## config.mk

```make
export PLATFORM = sky130hd
export DESIGN_NAME = dif_pair_buffer_flat
export DESIGN_NICKNAME = d
export VERILOG_FILES = /design/src/rtl/dif_pair_buffer_pkg.sv /design/src/rtl/dif_pair_buffer_if.sv /design/src/rtl/dif_pair_buffer_sdp_ram.sv /design/src/rtl/dif_pair_buffer.sv /design/src/flat_wrapper.sv
export SDC_FILE = /design/constraint.sdc
export NUM_CORES = 2
export LEC_CHECK = 0
export BUFFER_PORTS_ARGS = -buffer_cell sky130_fd_sc_hd__buf_2
export CORE_MARGIN = 4
export CORE_UTILIZATION = 40
export CTS_CLUSTER_SIZE = 28
export DETAILED_ROUTE_END_ITERATION = 10
export PLACE_DENSITY_LB_ADDON = 0.05
export SLEW_MARGIN = 25
export SYNTH_ARGS = -nofsm -noshare
export SYNTH_HDL_FRONTEND = slang
export SYNTH_HIERARCHICAL = 1
export SYNTH_SLANG_ARGS = --single-unit
```

## constraint.sdc

```tcl
create_clock -name mclk -period 12.15 [get_ports mclk]
set_input_delay 0.6075 -clock mclk [delete_from_list [all_inputs] [get_ports mclk]]
set_output_delay 0.6075 -clock mclk [all_outputs]
set_load 0.01 [all_outputs]
```

## src/rtl/dif_pair_buffer_pkg.sv

```systemverilog
// dif_pair_buffer shared definitions.
// Stage-length and address-width helpers also used by the butterfly's twiddle addressing.
package dif_pair_buffer_pkg;

   localparam int DEF_IN_W   = 10;
   localparam int DEF_STAGES = 8;

   // MSB of the sample counter: which half of the frame is arriving
   typedef enum logic {
      FILL = 1'b0,
      PAIR = 1'b1
   } half_e;

   function automatic int stage_len(
      input int total,
      input int stage
   );
      return 1 << (total - stage);
   endfunction

   function automatic int addr_w(input int depth);
      return (depth <= 1) ? 1 : $clog2(depth);
   endfunction

endpackage

```

## src/rtl/dif_pair_buffer_if.sv

```systemverilog
// Serial sample input and paired-sample output bundle.
// Output signal names match the butterfly's inputs one-to-one.
interface dif_pair_buffer_if #(
   parameter int IN_W = 10
);

   logic                   i_vld;
   logic                   i_sof;
   logic signed [IN_W-1:0] i_I;
   logic signed [IN_W-1:0] i_Q;

   logic                   o_vld;
   logic                   o_sof;
   logic                   o_misalign_strb;
   logic signed [IN_W-1:0] o_LI;
   logic signed [IN_W-1:0] o_LQ;
   logic signed [IN_W-1:0] o_RI;
   logic signed [IN_W-1:0] o_RQ;

   modport master (
      output i_vld,
      output i_sof,
      output i_I,
      output i_Q,
      input  o_vld,
      input  o_sof,
      input  o_misalign_strb,
      input  o_LI,
      input  o_LQ,
      input  o_RI,
      input  o_RQ
   );

   modport slave (
      input  i_vld,
      input  i_sof,
      input  i_I,
      input  i_Q,
      output o_vld,
      output o_sof,
      output o_misalign_strb,
      output o_LI,
      output o_LQ,
      output o_RI,
      output o_RQ
   );

endinterface

```

## src/rtl/dif_pair_buffer_sdp_ram.sv

```systemverilog
// Simple dual-port RAM: one write port, one registered read port.
// Contents are never reset; readers only see locations written earlier.
module sdp_ram #(
   parameter int W     = 20,
   parameter int DEPTH = 4,
   parameter int AW    = 2
) (
   input  logic          clk,
   input  logic          we,
   input  logic [AW-1:0] waddr,
   input  logic [W-1:0]  wdata,
   input  logic          re,
   input  logic [AW-1:0] raddr,
   output logic [W-1:0]  rdata
);

   logic [W-1:0] mem [DEPTH];

   always_ff @(posedge clk) begin
      if (we) begin
         mem[waddr] <= wdata;
      end
   end

   always_ff @(posedge clk) begin
      if (re) begin
         rdata <= mem[raddr];
      end
   end

endmodule

```

## src/rtl/dif_pair_buffer.sv

```systemverilog
// DIF stage input buffer: stores the first half of a frame and
// pairs x[k] with x[k+HALF] as the second half streams in.
module dif_pair_buffer
   import dif_pair_buffer_pkg::*;
#(
   parameter int IN_W         = DEF_IN_W,
   parameter int STAGE        = 0,
   parameter int TOTAL_STAGES = DEF_STAGES
) (
   input  logic               mclk,
   input  logic               i_init,
   dif_pair_buffer_if.slave   bus
);

   localparam int STAGE_FFT_LEN = stage_len(TOTAL_STAGES, STAGE);
   localparam int HALF          = STAGE_FFT_LEN / 2;
   localparam int CW            = TOTAL_STAGES - STAGE;
   localparam int AW            = addr_w(HALF);
   localparam int DW            = 2 * IN_W;

   logic [CW-1:0]          cnt;
   logic [CW-1:0]          cnt_nxt;
   logic [CW-1:0]          eff;
   logic                   acc;
   logic                   misalign;
   half_e                  phase;
   logic [AW-1:0]          k;
   logic                   we;
   logic                   re;
   logic [DW-1:0]          rdata;
   logic                   v1;
   logic                   sof1;
   logic signed [IN_W-1:0] cur_i;
   logic signed [IN_W-1:0] cur_q;

   assign acc      = bus.i_vld & ~i_init;
   assign misalign = acc & bus.i_sof & (cnt != '0);

   // A misaligned sof restarts the frame: the sample becomes index 0
   always_comb begin
      eff     = cnt;
      cnt_nxt = cnt;
      unique case (1'b1)
         !acc: begin
            cnt_nxt = cnt;
         end
         misalign: begin
            eff     = '0;
            cnt_nxt = CW'(1);
         end
         default: begin
            cnt_nxt = cnt + CW'(1);
         end
      endcase
   end

   assign phase = half_e'(eff[CW-1]);

   if (CW == 1) begin : g_one
      assign k = '0;
   end else begin : g_many
      assign k = eff[AW-1:0];
   end

   assign we = acc & (phase == FILL);
   assign re = acc & (phase == PAIR);

   sdp_ram #(
      .W     (DW),
      .DEPTH (HALF),
      .AW    (AW)
   ) u_ram (
      .clk   (mclk),
      .we    (we),
      .waddr (k),
      .wdata ({bus.i_I, bus.i_Q}),
      .re    (re),
      .raddr (k),
      .rdata (rdata)
   );

   // Current sample delayed to line up with the registered RAM read
   always_ff @(posedge mclk) begin
      if (re) begin
         cur_i <= bus.i_I;
         cur_q <= bus.i_Q;
      end
   end

   always_ff @(posedge mclk) begin
      if (i_init) begin
         cnt                 <= '0;
         v1                  <= 1'b0;
         sof1                <= 1'b0;
         bus.o_vld           <= 1'b0;
         bus.o_sof           <= 1'b0;
         bus.o_misalign_strb <= 1'b0;
         bus.o_LI            <= '0;
         bus.o_LQ            <= '0;
         bus.o_RI            <= '0;
         bus.o_RQ            <= '0;
      end else begin
         cnt                 <= cnt_nxt;
         v1                  <= re;
         sof1                <= re & (k == '0);
         bus.o_misalign_strb <= misalign;
         bus.o_vld           <= v1;
         bus.o_sof           <= v1 & sof1;
         if (v1) begin
            bus.o_LI <= rdata[DW-1:IN_W];
            bus.o_LQ <= rdata[IN_W-1:0];
            bus.o_RI <= cur_i;
            bus.o_RQ <= cur_q;
         end
      end
   end

endmodule

```

## src/flat_wrapper.sv

```systemverilog
// flat-port wrapper written by rule: the top's interface ports become plain ports
module dif_pair_buffer_flat import dif_pair_buffer_pkg::*;
#(
   parameter int IN_W         = DEF_IN_W,
   parameter int STAGE        = 0,
   parameter int TOTAL_STAGES = DEF_STAGES
)
  (mclk, i_init, bus_i_vld, bus_i_sof, bus_i_I, bus_i_Q, bus_o_vld, bus_o_sof, bus_o_misalign_strb, bus_o_LI, bus_o_LQ, bus_o_RI, bus_o_RQ);
  dif_pair_buffer_if #(.IN_W(IN_W)) bus_i ();
  input  logic mclk;
  input  logic i_init;
  input wire logic [$bits(bus_i.i_vld)-1:0] bus_i_vld;
  input wire logic [$bits(bus_i.i_sof)-1:0] bus_i_sof;
  input wire logic [$bits(bus_i.i_I)-1:0] bus_i_I;
  input wire logic [$bits(bus_i.i_Q)-1:0] bus_i_Q;
  output wire logic [$bits(bus_i.o_vld)-1:0] bus_o_vld;
  output wire logic [$bits(bus_i.o_sof)-1:0] bus_o_sof;
  output wire logic [$bits(bus_i.o_misalign_strb)-1:0] bus_o_misalign_strb;
  output wire logic [$bits(bus_i.o_LI)-1:0] bus_o_LI;
  output wire logic [$bits(bus_i.o_LQ)-1:0] bus_o_LQ;
  output wire logic [$bits(bus_i.o_RI)-1:0] bus_o_RI;
  output wire logic [$bits(bus_i.o_RQ)-1:0] bus_o_RQ;
  assign bus_i.i_vld = bus_i_vld;
  assign bus_i.i_sof = bus_i_sof;
  assign bus_i.i_I = bus_i_I;
  assign bus_i.i_Q = bus_i_Q;
  assign bus_o_vld = bus_i.o_vld;
  assign bus_o_sof = bus_i.o_sof;
  assign bus_o_misalign_strb = bus_i.o_misalign_strb;
  assign bus_o_LI = bus_i.o_LI;
  assign bus_o_LQ = bus_i.o_LQ;
  assign bus_o_RI = bus_i.o_RI;
  assign bus_o_RQ = bus_i.o_RQ;
  dif_pair_buffer #(.IN_W(IN_W), .STAGE(STAGE), .TOTAL_STAGES(TOTAL_STAGES)) u_core (.mclk(mclk), .i_init(i_init), .bus(bus_i));
endmodule
```

==> impl_metrics.env <==
export IMPL_status="completed"
export IMPL_ys_seq_area_share_pct=78.5
export IMPL_fin_total_pwr_mw=19.3
export IMPL_yosys_most_used_dff="edfxtp_1"
export IMPL_wl_um=278000
export IMPL_cts_hold_fix_buffers=0
export IMPL_hold_depth=2
export IMPL_grt_usage_pct=21.5
export IMPL_post_route_period_util_pct=52.3
export IMPL_ys_ff_latch=2653
export IMPL_syn_avg_cell_area_um2=25.0
export IMPL_required_ns=12.80
export IMPL_syn_num_nets=4057
export IMPL_n_fill_cell=20753
export IMPL_synth_area_top_cells="edfxtp_1 (77%), mux4_2 (19%), dfxtp_1 (1.1%)"
export IMPL_viasPerCell=5.71
export IMPL_synth_top_cell_area_share_pct=77.5
export IMPL_gp_congestion=0.740
export IMPL_final_cells=7953
export IMPL_hold_viol=0
export IMPL_routedWlPerCell_um=34.9
export IMPL_hold_path_class="input pin to flip-flop"
export IMPL_vias=45384
export IMPL_arrival_ns=7.01
export IMPL_whs_endpoint="u_core/v1$_SDFF_PP0_"
export IMPL_leakage_nw=34.5
export IMPL_syn_inst=4031
export IMPL_io_pins=67
export IMPL_finalSetupViolCount=0
export IMPL_grt_max_degree=128
export IMPL_rsz0062_at_grt="false"
export IMPL_fin_setup_tns_ns=0
export IMPL_fin_skew_ns=0.0515
export IMPL_fin_crit_ns=6.35
export IMPL_dieHeight_um=510
export IMPL_fp_dieW_um=510
export IMPL_syn2layout_area_growth_pct=14.6
export IMPL_place_inst=7421
export IMPL_r2r_setup_slack_ns=5.80
export IMPL_fmax_ghz=0.157
export IMPL_cts_tree="done"
export IMPL_maxCapViolCount=0
export IMPL_mostFrequentLayoutCell="edfxtp_1"
export IMPL_final_nets=4408
export IMPL_grt_first_pass_wirelength_um=385000
export IMPL_ff_latch_area_um2=79100
export IMPL_synthSimpleGateAreaFrac_pct=1.06
export IMPL_cts_resized=0
export IMPL_synth_compound_area_share_pct=0.0869
export IMPL_synth_warnings=6
export IMPL_cts_sinks=2653
export IMPL_cts_htree_levels=5
export IMPL_critPathCaptureType="flip-flop"
export IMPL_regToRegEndpoint="u_core/u_ram/rdata[14]$_DFFE_PP_"
export IMPL_num_rows=184
export IMPL_portBuffers=66
export IMPL_syn_area_um2=101000
export IMPL_synth_top_family_by_area="multiplexers"
export IMPL_synth_mux_area_fraction_pct=19.4
export IMPL_synthArstFlopShare_pct=0
export IMPL_synth_xor_area_share_pct=0.0174
export IMPL_multiInputGateArea_um2=21200
export IMPL_synth_edf_count=2600
export IMPL_layout_common_cells="edfxtp_1 (2600), mux4_2 (840), clkbuf_16 (311), buf_4 (198), nor2_2 (118)"
export IMPL_clock_path_buffers=4
export IMPL_postCtsSetupRepairBufs=0
export IMPL_synth_top_area_cell="edfxtp_1"
export IMPL_final_util_pct=46.0
export IMPL_crit_type="flip-flop to flip-flop"
export IMPL_grt_pass1_vias=46656
export IMPL_drtIter0Drc=4589
export IMPL_first_pass_iters=5
export IMPL_synth_cell_types=38
export IMPL_slew_limit_headroom_pct=30.2
export IMPL_drc=0
export IMPL_drv_slew=0
export IMPL_worstPathMaxFanout=85
export IMPL_hold_start="bus_i_vld"
export IMPL_startpoint_type="flip-flop"
export IMPL_path_clk_slew_ns=0.06
export IMPL_synthAdderAreaFrac_pct=0.0248
export IMPL_rr_worst_depth=12
export IMPL_floorplan_initialDensity_pct=40.2
export IMPL_clock_latency_ns=0.94
export IMPL_core_um2=251000
export IMPL_ir_drop_v=0.000131
export IMPL_drive_above_1_share_pct=35.9
export IMPL_worst_pin_slew_ns=1.05
export IMPL_grt_ovfl_total=0
export IMPL_powerDensity_nw_per_um2=167
export IMPL_antenna_found_initial=40
export IMPL_reg2reg_from="u_core/cnt[1]$_SDFFE_PP0N_"
export IMPL_dpl_hpwl_um=151000
export IMPL_floorplan_die_area_um2=260000
export IMPL_final_antenna_net_count=0
export IMPL_cts_root_buf="clkbuf_16"
export IMPL_numCtsBuffers=304
## synthesized netlist by cell type (2+ instances only)
| library cell | n |
|---|---|
| nand3b_1 | 2 |
| nor2_1 | 168 |
| clkbuf_1 | 134 |
| nor2b_1 | 12 |
| ha_1 | 2 |
| nor3_1 | 12 |
| nand3_1 | 13 |
| o21ai_0 | 3 |
| a211oi_1 | 3 |
| buf_1 | 7 |
| edfxtp_1 | 2600 |
| mux2i_1 | 40 |
| or3_1 | 4 |
| and3b_1 | 2 |
| nand2b_1 | 2 |
| nand2_1 | 17 |
| inv_1 | 4 |
| buf_2 | 73 |
| mux2_2 | 20 |
| dfxtp_1 | 53 |
| nand4_1 | 4 |
| mux4_2 | 840 |
## how the worst max path moves through the flow
stage	startpoint	to	slack (ns)	cells past startpoint
final	u_core/cnt[1]$_SDFFE_PP0N_	u_core/u_ram/rdata[14]$_DFFE_PP_	5.80	12
after CTS	u_core/cnt[1]$_SDFFE_PP0N_	u_core/u_ram/rdata[14]$_DFFE_PP_	5.90	11
after floorplan	u_core/cnt[0]$_SDFFE_PP0N_	u_core/u_ram/mem[78][0]$_DFFE_PP_	8.24	8
after global placement	u_core/cnt[1]$_SDFFE_PP0N_	u_core/u_ram/mem[45][13]$_DFFE_PP_	5.80	11
after detailed placement	u_core/cnt[1]$_SDFFE_PP0N_	u_core/u_ram/rdata[14]$_DFFE_PP_	5.93	11
after global routing	u_core/cnt[1]$_SDFFE_PP0N_	u_core/u_ram/rdata[14]$_DFFE_PP_	5.58	12
## critical path, cell delays in order, from the launching register on
cell and delay [ns]:
dfxtp_1 0.36, inv_1 0.19, ha_1 0.19, nor4b_1 0.41, a21oi_2 0.36, nor2_4 0.68, buf_12 0.36, buf_16 0.39
buf_4 0.80, mux4_2 0.42, mux4_2 0.61, mux4_2 0.66, mux2_2 0.32
## metrics by stage
step                worst slack [ns]  hold WS (ns)  area (um^2)
global placement                5.80         0.462       106000
global route                    5.58         0.104       116000
detailed placement              5.93         0.474       106000
floorplan                       8.24         0.406       101000
CTS                             5.90        0.0456       115000
finish                          5.80         0.130       116000
## per-layer routing
layer	vias to the layer above	track usage [%]	share of wire, %
met5	-	0	0.016
met3	383	4.38	5.9
li1	18189	-	-
met2	1281	34.1	48
met1	25523	30.8	44
met4	8	5.32	2.5
## state kept, by name (all words and copies together) (netlist names)
signal	count
u_core/u_ram/rdata	20
u_core/bus.o_RI	10
u_core/bus.o_LI	10
u_core/u_ram/mem	2560
u_core/bus.o_vld	1
u_core/sof1	1
u_core/bus.o_sof	1
u_core/cur_i	10
u_core/bus.o_RQ	10
u_core/cnt	8
u_core/bus.o_misalign_strb	1
u_core/cur_q	10
u_core/bus.o_LQ	10
u_core/v1	1
## report_power, final
part           internal [mW]  leakage (nW)  switching (mW)
Combinational          0.341          6.34           0.512
Sequential              10.1          23.8         0.00266
Clock                   4.90          4.41            3.49
## logic make-up (layout without fill, tap and decap cells)
logic type / Yosys count / in the layout
AND/OR/NAND/NOR: 244 / 244
XOR/XNOR: 2 / 2
other: 0 / 15
buffers and inverters: 218 / 777
multiplexers: 900 / 900
AO/OA/AOI/OAI: 12 / 12
adder cells (fa/ha/maj): 2 / 2
flip-flops: 2653 / 2653
## area by class of cell
class | count | share of cell area [%]
Timing Repair Buffer | 259 | 1.75
Sequential cell | 2653 | 68.5
Tap cell | 3348 | 3.63
Antenna cell | 15 | 0.0325
Inverter | 4 | 0.0130
Clock inverter | 122 | 0.733
Multi-Input combinational cell | 1160 | 18.3
Clock buffer | 392 | 7.04
Note: power is estimated with default switching activity, not from simulation.
